File: config.mk
export PLATFORM = sky130hd
export DESIGN_NAME = spi_read_adc
export DESIGN_NICKNAME = d
export VERILOG_FILES = /design/src/rtl/spi_read_adc.sv
export SDC_FILE = /design/constraint.sdc
export NUM_CORES = 1
export LEC_CHECK = 0
export BUFFER_PORTS_ARGS = -buffer_cell sky130_fd_sc_hd__buf_2
export CORE_ASPECT_RATIO = 0.9
export CORE_MARGIN = 2
export CORE_UTILIZATION = 47
export DETAILED_ROUTE_END_ITERATION = 12
export PLACE_DENSITY = 0.66
export SLEW_MARGIN = 20
export SYNTH_ARGS = -nofsm -noshare
export SYNTH_HDL_FRONTEND = slang
export SYNTH_SLANG_ARGS = --single-unit
File: constraint.sdc
create_clock -name clk_i -period 3.08 [get_ports clk_i]
set_input_delay 0.308 -clock clk_i [delete_from_list [all_inputs] [get_ports clk_i]]
set_output_delay 0.308 -clock clk_i [all_outputs]
set_load 0.01 [all_outputs]
File: src/rtl/spi_read_adc.sv
// spi_read_adc: SPI master read engine (CPOL=0, CPHA=0) for the ADC front end.
// A start strobe drops chip-select, runs sck_o from a programmable half-period
// divider and shifts in one MSB-first word on miso_i. The word is then presented
// on dout_o together with a one-cycle eor_o pulse.
// Optional build macro: MISO_SYNC_EN
//   defined   - miso_i goes through a 2-flop synchronizer, is sampled in the last
//               clk cycle of each sck-high phase, and H is clamped to >= 3.
//   undefined - miso_i is sampled directly on the sck_o rising edge.
module spi_read_adc #(
    parameter int Width  = 16,
    parameter int KWidth = 8
) (
    input  logic              clk_i,
    input  logic              rst_i,
    input  logic              strr_i,
    input  logic [KWidth-1:0] kmax_i,
    input  logic              miso_i,
    output logic              sck_o,
    output logic              cs_o,
    output logic [Width-1:0]  dout_o,
    output logic              eor_o,
    output logic              busy_o
);

    localparam int CW = $clog2(Width + 1);

    typedef enum logic [2:0] {
        S_IDLE,
        S_SETUP,
        S_HIGH,
        S_LOW,
        S_HOLD
    } state_t;

    state_t            r_state;
    logic [KWidth-1:0] r_hm1;
    logic [KWidth-1:0] r_div;
    logic [CW-1:0]     r_bits;
    logic [Width-1:0]  r_shift;
    logic [Width-1:0]  r_dout;
    logic              r_sck;
    logic              r_cs;
    logic              r_eor;
    logic              r_busy;

    logic              w_div_done;
    logic              w_last_bit;
    logic              w_miso;
    logic [KWidth-1:0] w_hm1_start;

    assign w_div_done = (r_div == r_hm1);
    assign w_last_bit = (r_bits == CW'(1));

`ifdef MISO_SYNC_EN
    logic [1:0] r_sync;

    // Two-flop synchronizer on the asynchronous serial input
    always_ff @(posedge clk_i or posedge rst_i) begin
        if (rst_i) begin
            r_sync <= '0;
        end else begin
            r_sync <= {r_sync[0], miso_i};
        end
    end

    assign w_miso      = r_sync[1];
    // The synchronizer latency needs at least three clk cycles per sck phase
    assign w_hm1_start = (kmax_i < KWidth'(2)) ? KWidth'(2) : kmax_i;
`else
    assign w_miso      = miso_i;
    assign w_hm1_start = kmax_i;
`endif

    // Frame sequencer: divider, bit counter, shift register and all outputs
    always_ff @(posedge clk_i or posedge rst_i) begin
        if (rst_i) begin
            r_state <= S_IDLE;
            r_hm1   <= '0;
            r_div   <= '0;
            r_bits  <= '0;
            r_shift <= '0;
            r_dout  <= '0;
            r_sck   <= 1'b0;
            r_cs    <= 1'b1;
            r_eor   <= 1'b0;
            r_busy  <= 1'b0;
        end else begin
            r_eor <= 1'b0;
            case (r_state)
                S_IDLE: begin
                    r_cs  <= 1'b1;
                    r_sck <= 1'b0;
                    if (strr_i) begin
                        r_hm1   <= w_hm1_start;
                        r_div   <= '0;
                        r_shift <= '0;
                        r_bits  <= CW'(Width);
                        r_cs    <= 1'b0;
                        r_busy  <= 1'b1;
                        r_state <= S_SETUP;
                    end
                end

                S_SETUP: begin
                    if (w_div_done) begin
                        r_div   <= '0;
                        r_sck   <= 1'b1;
                        r_state <= S_HIGH;
`ifndef MISO_SYNC_EN
                        r_shift <= {r_shift[Width-2:0], w_miso};
`endif
                    end else begin
                        r_div <= r_div + KWidth'(1);
                    end
                end

                S_HIGH: begin
                    if (w_div_done) begin
                        r_div   <= '0;
                        r_sck   <= 1'b0;
                        r_state <= S_LOW;
`ifdef MISO_SYNC_EN
                        r_shift <= {r_shift[Width-2:0], w_miso};
`endif
                    end else begin
                        r_div <= r_div + KWidth'(1);
                    end
                end

                S_LOW: begin
                    if (w_div_done) begin
                        r_div  <= '0;
                        r_bits <= r_bits - CW'(1);
                        if (w_last_bit) begin
                            r_state <= S_HOLD;
                        end else begin
                            r_sck   <= 1'b1;
                            r_state <= S_HIGH;
`ifndef MISO_SYNC_EN
                            r_shift <= {r_shift[Width-2:0], w_miso};
`endif
                        end
                    end else begin
                        r_div <= r_div + KWidth'(1);
                    end
                end

                S_HOLD: begin
                    if (w_div_done) begin
                        r_div   <= '0;
                        r_cs    <= 1'b1;
                        r_dout  <= r_shift;
                        r_eor   <= 1'b1;
                        r_busy  <= 1'b0;
                        r_state <= S_IDLE;
                    end else begin
                        r_div <= r_div + KWidth'(1);
                    end
                end

                default: begin
                    r_state <= S_IDLE;
                end
            endcase
        end
    end

    assign sck_o  = r_sck;
    assign cs_o   = r_cs;
    assign dout_o = r_dout;
    assign eor_o  = r_eor;
    assign busy_o = r_busy;

endmodule

==> results.py <==
metrics = {
    "outcome": {
        "status": "finished clean",
    },
    "sta": {
        "skew_ns": 0.00604,
        "relSlewSlack": 0.351,
        "finalSetupTns_ns": 0,
        "fmax_ghz": 0.422,
        "max_slew.worst_pin.slew_ns": 0.974,
        "drv_slew": 0,
        "rsz0062_at_grt": "false",
        "finalSetupViolations": 0,
        "min_period_ns": 2.37,
        "timing.final.crit_share": 0.770,
        "hold_viol": 0,
        "hold_ws_ns": 0.145,
    },
    "route": {
        "drc_errors": 0,
        "via_count": 2398,
        "detail_route.wirelength_um": 6410,
        "avgViaCountPerCell": 5.74,
        "drt_iter0_markers": 243,
        "ant_nets": 0,
        "wl_per_cell_um": 15.3,
        "first_pass_iters": 5,
    },
    "clock_network": {
        "htree_levels": 3,
        "post_cts_buffers": 0,
        "cts_tree": "built",
        "clk-insertion-delay-late_ns": 0.35,
        "cts.path.max_buffers": 2,
        "clock_sinks": 60,
        "cts_buffers": 9,
        "root_buffer": "clkbuf_8",
        "clk_pin_slew_ns": 0.07,
    },
    "global_route": {
        "grt_pass1_wl_um": 11400,
        "grt_max_degree": 37,
        "grt_pass1_vias": 2301,
        "antenna_found_initial": 0,
        "gr-usage-all-layers": 0.211,
        "overflow": 0,
    },
    "cells_and_area": {
        "nets": 341,
        "diodes": 0,
        "register_area_um2": 1500,
        "final_cell_count_no_fill": 418,
        "mostFrequentLayoutCells": "dfrtp_1 (59), nand2_1 (34), buf_2 (31)",
        "fillers": 548,
        "drive_gt1_frac": 0.233,
        "final_common_cell": "dfrtp_1",
        "multi_input_area_um2": 1370,
        "design_area_um2": 3460,
        "area_delta_synth_final_pct": 15.3,
    },
    "die": {
        "start_util": 0.488,
        "die_area_um2": 7050,
        "die_h_um": 79.8,
        "core.rowCount": 27,
        "die_width_um": 88.3,
        "io_pins": 32,
        "core-area_um2": 6150,
    },
    "yosys": {
        "synth_warnings": 0,
        "async_flop_share": 1.00,
        "ys_ff_latch": 60,
        "yosysSeqAreaShare": 0.500,
        "syn_inst": 298,
        "synth_top_area_frac": 0.492,
        "synth_flop_cell": "dfrtp_1",
        "synth_top_area_cell": "dfrtp_1",
        "synthTopCellsByArea": "dfrtp_1 (49%), o211ai_1 (4.7%), nand4_1 (4.4%)",
        "syn_nets": 313,
        "synth_area_um2": 3000,
        "avgSynthCellArea_um2": 10.1,
        "synth_edf_count": 0,
        "synth_cell_types": 43,
    },
    "place": {
        "place.gp.congestion": 0.841,
        "port_buffers": 31,
        "placed_cells": 401,
        "place_area_um2": 3230,
        "dpl.hpwl_um": 4120,
    },
    "setup_path": {
        "worst_setup_path_start_kind": "flop",
        "rrSetupSlack_ns": 0.71,
        "r2r_end": "dout_o[4]",
        "setup.worst_path.end_class": "flop",
        "crit_fanout": 22,
        "worstReg2RegStart": "r_div[3]",
        "critPathRequiredTime_ns": 3.31,
        "path_class": "reg -> reg",
        "worstPathArrival_ns": 2.61,
        "rr_worst_depth": 5,
    },
    "job": {
        "drv_cap": 0,
    },
    "min_path": {
        "hold_path_class": "in -> reg",
        "hp-start": "kmax_i[1]",
        "holdPathEnd": "r_hm1[1]",
        "whs_path_depth": 3,
    },
    "power": {
        "vdd_drop_max_uv": 420,
        "powerDensity_nw_per_um2": 920,
        "leakage_nw": 1.61,
    },
}
## state kept, by name (all words and copies together) (netlist names)
register  flops
r_div         8
eor_o         1
r_hm1         8
r_shift      16
dout_o       16
r_state       3
busy_o        1
sck_o         1
r_bits        5
cs_o          1
## kinds of logic (layout without fill, tap and decap cells)
logic type                 after synthesis  count (layout)  share of synthesized area
and+or+nand+nor                        112             112                      0.195
AOI/OAI and AO/OA                       62              62                      0.134
DFF                                     60              60                      0.500
buffers and inverters                   30              63                     0.0437
muxes                                   18              18                     0.0767
xor gates and xnor gates                13              13                     0.0379
adders and majority gates                3               3                     0.0125
## where the power goes
group | switching (mW) | internal [mW]
logic | 0.696 | 0.422
clock network | 0.322 | 0.475
registers | 0.255 | 1.01
## per-stage QoR
step	worst slack (ns)	total power, mW	util
5_1_grt	0.540	3.42	0.563
3_5_place_dp	0.708	2.39	0.525
3_3_place_gp	0.769	2.36	0.525
4_1_cts	0.694	3.19	0.563
6_report	0.708	3.18	0.563
2_1_floorplan	1.25	2.06	-
## synth_stat cells (2+ instances only)
cell / instances
o21ai_0: 20
nor4_1: 3
buf_6: 2
dfrtp_1: 59
mux2_2: 8
a211oi_1: 3
mux2_4: 8
o211ai_1: 19
and4_1: 3
clkbuf_1: 19
inv_1: 6
nor2b_1: 2
mux2i_1: 2
nand3_1: 24
a21oi_1: 6
nor2_1: 6
ha_1: 3
o21ai_1: 2
buf_2: 3
nor3b_1: 2
o21a_1: 2
or3_1: 2
or4_1: 2
nor3_1: 6
a31oi_1: 3
nand4_1: 21
nand2_1: 34
nor4b_1: 2
xnor2_1: 12
## layer usage
layer / part of all wire / global-route usage / up-vias / routed length [um]
met2: 0.44 / 0.297 / 80 / 2840
met3: 0.066 / 0.0786 / 7 / 420
met4: 0.014 / 0.0667 / 0 / 91
met5: 0 / 0 / - / 0
met1: 0.48 / 0.301 / 1161 / 3060
li1: - / - / 1150 / -
## area by class of cell
| type | instances | share of cell area |
|---|---|---|
| well taps | 87 | 0.0315 |
| flip-flops and latches | 60 | 0.434 |
| inverters | 6 | 0.00651 |
| clock buffers | 10 | 0.0398 |
| multi-input cells | 208 | 0.396 |
| clock inverters | 6 | 0.0253 |
| repair buffers | 41 | 0.0672 |
## critical path, cell delays in order, from the launching register on
cell and delay, ns:
dfrtp_1 0.45, xnor2_1 0.22, nand4_1 0.12, buf_4 0.23, or3_1 0.80, mux2_4 0.45
## what timing repair did
item,4_1_cts,5_1_grt
endpoints found under the hold margin,4,0
hold buffers,1,0
resized for setup,0,0
## how the worst max path moves through the flow
stage | startpoint | to | cells after the start
2_1_floorplan | r_div[3] | dout_o[0] | 6
3_3_place_gp | r_div[3] | dout_o[6] | 5
3_5_place_dp | r_div[3] | dout_o[7] | 5
4_1_cts | r_div[3] | dout_o[4] | 5
5_1_grt | r_div[3] | dout_o[7] | 5
6_report | r_div[3] | dout_o[4] | 5
Power figures use the tool's default switching activity.
